==> config.mk <==
export PLATFORM = sky130hd
export DESIGN_NAME = tx_output_buffer
export DESIGN_NICKNAME = d
export VERILOG_FILES = /design/src/rtl/tx_output_buffer.sv
export SDC_FILE = /design/constraint.sdc
export NUM_CORES = 1
export LEC_CHECK = 0
export BUFFER_PORTS_ARGS = -buffer_cell sky130_fd_sc_hd__clkbuf_2
export CAP_MARGIN = 10
export CORE_MARGIN = 2
export CORE_UTILIZATION = 50
export CTS_CLUSTER_DIAMETER = 60
export CTS_CLUSTER_SIZE = 20
export DETAILED_ROUTE_END_ITERATION = 7
export PLACE_DENSITY = 0.77
export SLEW_MARGIN = 40
export SYNTH_ARGS = -nofsm -noshare
export SYNTH_HDL_FRONTEND = slang
export SYNTH_SLANG_ARGS = --single-unit
==> constraint.sdc <==
create_clock -name clk -period 3.8 [get_ports clk]
set_clock_uncertainty 0.1 [all_clocks]
set_input_delay 0.19 -clock clk [delete_from_list [all_inputs] [get_ports clk]]
set_output_delay 0.19 -clock clk [all_outputs]
set_load 0.01 [all_outputs]
==> src/rtl/tx_output_buffer.sv <==
// Byte-wide synchronous FIFO between packet assembly and the transmit serializer.
// Registered read data, registered occupancy counter, sticky overflow/underflow flags.
module tx_output_buffer #(
  parameter int DATA_WIDTH = 8,
  parameter int DEPTH      = 64,
  parameter int ADDR_BITS  = 6
) (
  input  logic                  clk,
  input  logic                  n_rst,
  input  logic                  clear,
  input  logic                  store_tx_data,
  input  logic [DATA_WIDTH-1:0] tx_data,
  input  logic                  get_tx_packet_data,
  output logic [DATA_WIDTH-1:0] tx_packet_data,
  output logic [ADDR_BITS:0]    buffer_occupancy,
  output logic                  full,
  output logic                  empty,
  output logic                  overflow_err,
  output logic                  underflow_err
);

  localparam logic [ADDR_BITS:0] DEPTH_COUNT = (ADDR_BITS + 1)'(DEPTH);

  logic [DATA_WIDTH-1:0] mem [DEPTH];
  logic [ADDR_BITS-1:0]  wptr_reg;
  logic [ADDR_BITS-1:0]  rptr_reg;
  logic [ADDR_BITS:0]    count_reg;
  logic [DATA_WIDTH-1:0] rdata_reg;
  logic                  overflow_reg;
  logic                  underflow_reg;
  logic                  rd_ok;
  logic                  wr_ok;

  assign full  = (count_reg == DEPTH_COUNT);
  assign empty = (count_reg == '0);

  // A write into a full buffer is still accepted when a read frees a slot this cycle.
  assign rd_ok = get_tx_packet_data && !empty;
  assign wr_ok = store_tx_data && (!full || rd_ok);

  always_ff @(posedge clk) begin
    if (wr_ok && !clear) begin
      mem[wptr_reg] <= tx_data;
    end
  end

  always_ff @(posedge clk or negedge n_rst) begin
    if (!n_rst) begin
      wptr_reg      <= '0;
      rptr_reg      <= '0;
      count_reg     <= '0;
      rdata_reg     <= '0;
      overflow_reg  <= 1'b0;
      underflow_reg <= 1'b0;
    end else if (clear) begin
      wptr_reg      <= '0;
      rptr_reg      <= '0;
      count_reg     <= '0;
      rdata_reg     <= '0;
      overflow_reg  <= 1'b0;
      underflow_reg <= 1'b0;
    end else begin
      if (wr_ok) begin
        wptr_reg <= wptr_reg + ADDR_BITS'(1);
      end
      if (rd_ok) begin
        rdata_reg <= mem[rptr_reg];
        rptr_reg  <= rptr_reg + ADDR_BITS'(1);
      end
      case ({wr_ok, rd_ok})
        2'b10:   count_reg <= count_reg + (ADDR_BITS + 1)'(1);
        2'b01:   count_reg <= count_reg - (ADDR_BITS + 1)'(1);
        default: count_reg <= count_reg;
      endcase
      if (store_tx_data && !wr_ok) begin
        overflow_reg <= 1'b1;
      end
      if (get_tx_packet_data && !rd_ok) begin
        underflow_reg <= 1'b1;
      end
    end
  end

  assign tx_packet_data   = rdata_reg;
  assign buffer_occupancy = count_reg;
  assign overflow_err     = overflow_reg;
  assign underflow_err    = underflow_reg;

endmodule

======== After elaboration in Yosys (flattened, before gate mapping) ========
Memories as Yosys holds them, arrays and structs flattened.
Index checks and enable logic that the tools add are counted.
storage, ports and cells
  memories kept ........................... 1
  latch bits .............................. 0
  output and inout port bits .............. 19
  RAM bits ................................ 512
  register bits ........................... 29
  word-level logic and storage cells ...... 45
  bits in read-only memories .............. 0
cells by class
  bitwise operators ....................... 0
  mux-type cells .......................... 14
  magnitude comparators ................... 0
  equal/unequal tests ..................... 3
  shift-type cells ........................ 0
  divide/modulo/power cells ............... 0
  add/subtract/negate cells ............... 4
  $mul .................................... 0
  reduce and logical (&&, ||, !) cells .... 17
memories
  name  words  width  read ports  clocked after memory_dff  wr ports  line  source
  mem   64     8      1           0                         1         24    logic [DATA_WIDTH-1:0] mem [DEPTH];
operators with widths
  kind                                                                    count
  6-bit two-way mux                                                       4
  8-bit two-way mux                                                       2
  7-bit case mux with 2 select lines                                      1
  6-bit by 1-bit adder with 6-bit output (second input constant)          2
  2-bit nonzero test                                                      4
  7-bit by 1-bit adder with 7-bit output (second input constant)          1
  7-bit equality test (second input constant)                             1
  7-bit zero test                                                         1
  7-bit two-way mux                                                       1
  7-bit by 1-bit subtractor with 7-bit output (second input constant)     1
  1-bit two-way mux                                                       6
  1-bit logical AND                                                       5
  1-bit zero test                                                         5
  3-bit nonzero test                                                      1
  2-bit by 1-bit equality test with 1-bit output (second input constant)  1
  2-bit equality test (second input constant)                             1
  1-bit logical OR                                                        1

======== Longest topological paths before layout ========
  word-level depth ........................ 9
  mapped depth ............................ 13

======== Least setup slack after synthesis ========
OpenSTA, ideal clock, no wires.
  path kind ............................... register -> register
  from .................................... register count_reg[1], in the netlist buffer_occupancy[1]
  to ...................................... register count_reg[6], in the netlist buffer_occupancy[6]
  period minus slack after synthesis ...... 2948 ps
  data arrival time ....................... 2766 ps
  library setup time ...................... 82 ps
  stages on the path, launching flop included .. 14
  path buffers ............................ 1
  slack ................................... 852 ps
  path through ............................ dfrtp_1 > nor4_1 > nand2_1 > o21a_1 > clkbuf_1 > nand2b_1 > inv_1 > ha_1 > o21ai_0 > a21oi_1 > o21ai_0 > nand2_1 > mux2_2 > a31oi_1
on the way
  cells in the longest elaborated chain, start to end .. 8
RTL lines
  item                                                                                   line  source
  start: declaration                                                                     27    logic [ADDR_BITS:0] count_reg;
  start signal: assignment                                                               71    2'b10: count_reg <= count_reg + (ADDR_BITS + 1)'(1);
  start signal: assignment                                                               72    2'b01: count_reg <= count_reg - (ADDR_BITS + 1)'(1);
  start signal: assignment                                                               73    default: count_reg <= count_reg;
  7-bit zero test                                                                        35    assign empty = (count_reg == '0);
  1-bit zero test                                                                        38    assign rd_ok = get_tx_packet_data && !empty;
  1-bit logical AND                                                                      38
  1-bit logical OR                                                                       39    assign wr_ok = store_tx_data && (!full || rd_ok);
  1-bit logical AND                                                                      39
  2-bit by 1-bit equality test with 1-bit output or 2-bit equality test (tied branches)  70    case ({wr_ok, rd_ok})
  7-bit case mux with 2 select lines                                                     70
  7-bit two-way mux                                                                      55    end else if (clear) begin
Several ways; a longest one is shown, not always the timed one.
A chain may end at the register's enable or synchronous reset.

======== Final worst setup path ========
Same ends and word-level chain as after synthesis.

==> flow_metrics.env <==
export IMPL_finalHoldViolCount=0
export IMPL_synthToLayoutAreaGrowth_pct=9.66
export IMPL_grt_pass1_vias=10992
export IMPL_cts_resized_gates=0
export IMPL_crit_path_end="buffer_occupancy[6]"
export IMPL_num_rows=76
export IMPL_max_stage_delay_ps=430
export IMPL_synth_net_count=1223
export IMPL_seq_area_frac_synth=0.745
export IMPL_grt_util_all_layers=0.204
export IMPL_worst_setup_path_end_kind="flip-flop"
export IMPL_die_h_um=212
export IMPL_combPwrFrac=0.192
export IMPL_drtIter0Drc=1305
export IMPL_ios=32
export IMPL_final_nets=1263
export IMPL_final_cell_area_um2=23700
export IMPL_critical_path_required_ps=4170
export IMPL_clkLatencyLatePin_ps=550
export IMPL_cts_sinks=541
export IMPL_dp_hpwl_um=28300
export IMPL_tritoncts="yes"
export IMPL_async_reset_ff_frac=0.0536
export IMPL_fin_crit_sh=0.885
export IMPL_maxSlewViolCount=0
export IMPL_outcome="complete, no violations"
export IMPL_fmax_mhz=297
export IMPL_yosys_warnings=0
export IMPL_setup_tns_ps=0
export IMPL_worst_path_max_delay_cell="dfrtp_1"
export IMPL_placed_cell_area_um2=22500
export IMPL_synth_cell_types=50
export IMPL_worst_r2r_startpoint="buffer_occupancy[1]"
export IMPL_portBuffers=31
export IMPL_gp_congestion=0.873
export IMPL_synth_ff_type="edfxtp_1"
export IMPL_clkTransAtPathRegs_ps=80
export IMPL_wirelength_um=45200
export IMPL_antenna_found_initial=0
export IMPL_viasPerCell=6.06
export IMPL_crit_start="buffer_occupancy[1]"
export IMPL_cts_made_buffers=35
export IMPL_cts_htree_levels=2
export IMPL_power_density_nw_per_um2=553
export IMPL_synthCells=1202
export IMPL_setup_viol=0
export IMPL_clkPwrFrac=0.295
export IMPL_arrival_ps=3740
export IMPL_drv_cap=0
export IMPL_start_util=0.504
export IMPL_largest_register="mem"
export IMPL_largest_reg_flops=512
export IMPL_max_slew_margin=0.423
export IMPL_seqPwrFrac=0.514
export IMPL_switching_power_mw=3.38
export IMPL_ant_nets=0
export IMPL_hold_ws_ps=145
export IMPL_ff2ff_path_depth=12
export IMPL_die_area_um2=44900
export IMPL_num_antenna_cells=0
export IMPL_grt_max_degree=65
export IMPL_die_w_um=212
export IMPL_worstMarginPinSlew_ps=862
export IMPL_synth_avg_cell_area_um2=18.0
export IMPL_path_class="reg -> reg"
export IMPL_via_count=11210
export IMPL_rsz0062_at_grt="false"
export IMPL_wire_per_inst_um=24.4
export IMPL_drive_above_1_share=0.168
export IMPL_grt_overflow=0
export IMPL_fp_coreArea_um2=42900
export IMPL_switching_share=0.258
export IMPL_crit_chain="nor4_1, nand2_1, o21a_1, nand2b_1, inv_1, ha_1, o21ai_0, a21oi_1, o21ai_0, nand2_1, mux2_2, a31oi_1"
export IMPL_dr_pass1_iters=5
export IMPL_grt_pass1_wl_um=67800
export IMPL_min_period_ps=3360
export IMPL_cts_buffer_depth=3
export IMPL_synth_edf_count=512
export IMPL_netlist_area_um2=21600
export IMPL_synth_seq_cells=541
export IMPL_critPathMaxFanout=8
export IMPL_intPower_mw=9.71
export IMPL_setup_ws_ps=436
export IMPL_drc_errors=0
export IMPL_leakage_nw=7.46
export IMPL_max_vdd_ir_drop_uv=500
export IMPL_reg2reg_to="buffer_occupancy[6]"
export IMPL_hold_class="in -> async"
export IMPL_cp_start_kind="flip-flop"
export IMPL_cts_root_buf="clkbuf_16"
export IMPL_r2r_slack_ps=440
export IMPL_dp_slack_ps=570
==> worst min path at each step <==
stage,from,to,slack (ps),cells past startpoint
finish,n_rst,overflow_err,150,2
global route,n_rst,buffer_occupancy[1],200,2
CTS,n_rst,wptr_reg[2],150,2
detailed placement,n_rst,overflow_err,200,1
global placement,n_rst,overflow_err,190,1
floorplan,n_rst,buffer_occupancy[0],-210,0
==> stage by stage <==
stage,utilization,std cells,power [mW]
2_1_floorplan,-,1202,8.74
3_3_place_gp,0.525,1786,9.32
3_5_place_dp,0.525,1786,9.36
4_1_cts,0.552,1849,13.2
5_1_grt,0.553,1849,13.5
6_report,0.553,1849,13.1
==> logic make-up (layout without fill, tap and decap cells) <==
family | count (synthesis) | after routing | share of synthesized area
buffers and inverters | 89 | 151 | 0.0215
flip-flops | 541 | 541 | 0.745
multiplexers | 203 | 203 | 0.130
AO/OA/AOI/OAI | 164 | 164 | 0.0547
AND/OR/NAND/NOR | 184 | 184 | 0.0385
adder cells (fa/ha/maj) | 8 | 8 | 0.00498
XOR/XNOR | 13 | 13 | 0.00527
==> placed cells by master (no fill, tap or decap), drive strengths merged, types with 4 or more instances in the layout <==
cell	n
a31oi	17
nor3	10
nand3	11
a32o	8
nand3b	5
buf	49
mux4	62
edfxtp	512
dlygate4sd3	4
xor2	7
dfrtp	29
o21ai	8
a211oi	9
xnor2	6
nand2	33
clkinv	6
clkbuf	78
a22o	23
mux2i	140
inv	11
or3	9
ha	7
a22oi	34
o211ai	7
o22ai	16
nand2b	4
nor2	92
a21oi	23
a211o	7
nor2b	5
o31ai	4
==> timing repair <==
| action | 4_1_cts | 5_1_grt |
|---|---|---|
| hold buffers | 4 | 0 |
| buffers inserted | 0 | 0 |
| hold endpoints to repair | 35 | 0 |
==> Yosys cell counts, types with 9 or more instances <==
cell type / instances / area, um^2
dfrtp_1: 29 / 726
nand3_1: 11 / 55.1
a22oi_1: 34 / 255
inv_1: 10 / 37.5
edfxtp_1: 512 / 15400
a21oi_1: 23 / 115
nor2_1: 92 / 345
nor3_1: 10 / 50.1
o22ai_1: 16 / 100
a22o_1: 23 / 201
mux4_2: 62 / 1400
or3_1: 9 / 56.3
a211oi_1: 9 / 67.6
buf_2: 23 / 115
nand2_1: 33 / 124
clkbuf_1: 30 / 113
buf_4: 10 / 75.1
mux2i_1: 140 / 1400
a31oi_1: 17 / 106
==> metal layers <==
layer | share of wire | global-route usage | up-vias | wire length (um)
li1 | - | - | 4867 | -
met1 | 0.40 | 0.287 | 5754 | 18100
met2 | 0.49 | 0.334 | 507 | 22300
met3 | 0.076 | 0.0285 | 82 | 3440
met4 | 0.029 | 0.0644 | 0 | 1300
met5 | 0 | 0 | - | 0
==> critical path: cells and delay by family (launching register included) <==
| kind | cells | cell delay, ps |
|---|---|---|
| AO/OA/AOI/OAI | 5 | 1040 |
| adder cells (fa/ha/maj) | 1 | 360 |
| buffers and inverters | 1 | 130 |
| flip-flops | 1 | 430 |
| multiplexers | 1 | 300 |
| AND/OR/NAND/NOR | 4 | 930 |
==> power groups by stage <==
stage	Combinational [mW]	Clock [mW]	Sequential [mW]
after global placement	2.47	0	6.85
after floorplan	1.93	0	6.81
after detailed placement	2.50	0	6.86
after global routing	2.69	4.08	6.74
after CTS	2.52	3.91	6.73
final	2.51	3.86	6.73
==> area by class of cell <==
class,count,area (um^2)
fill,3202,19200
sequential,541,16100
multi-input combinational,572,5090
clock buffer,49,981
tap,585,732
timing repair buffer,82,618
clock inverter,10,130
inverter,10,37.5
Note: power is estimated with default switching activity, not from simulation.
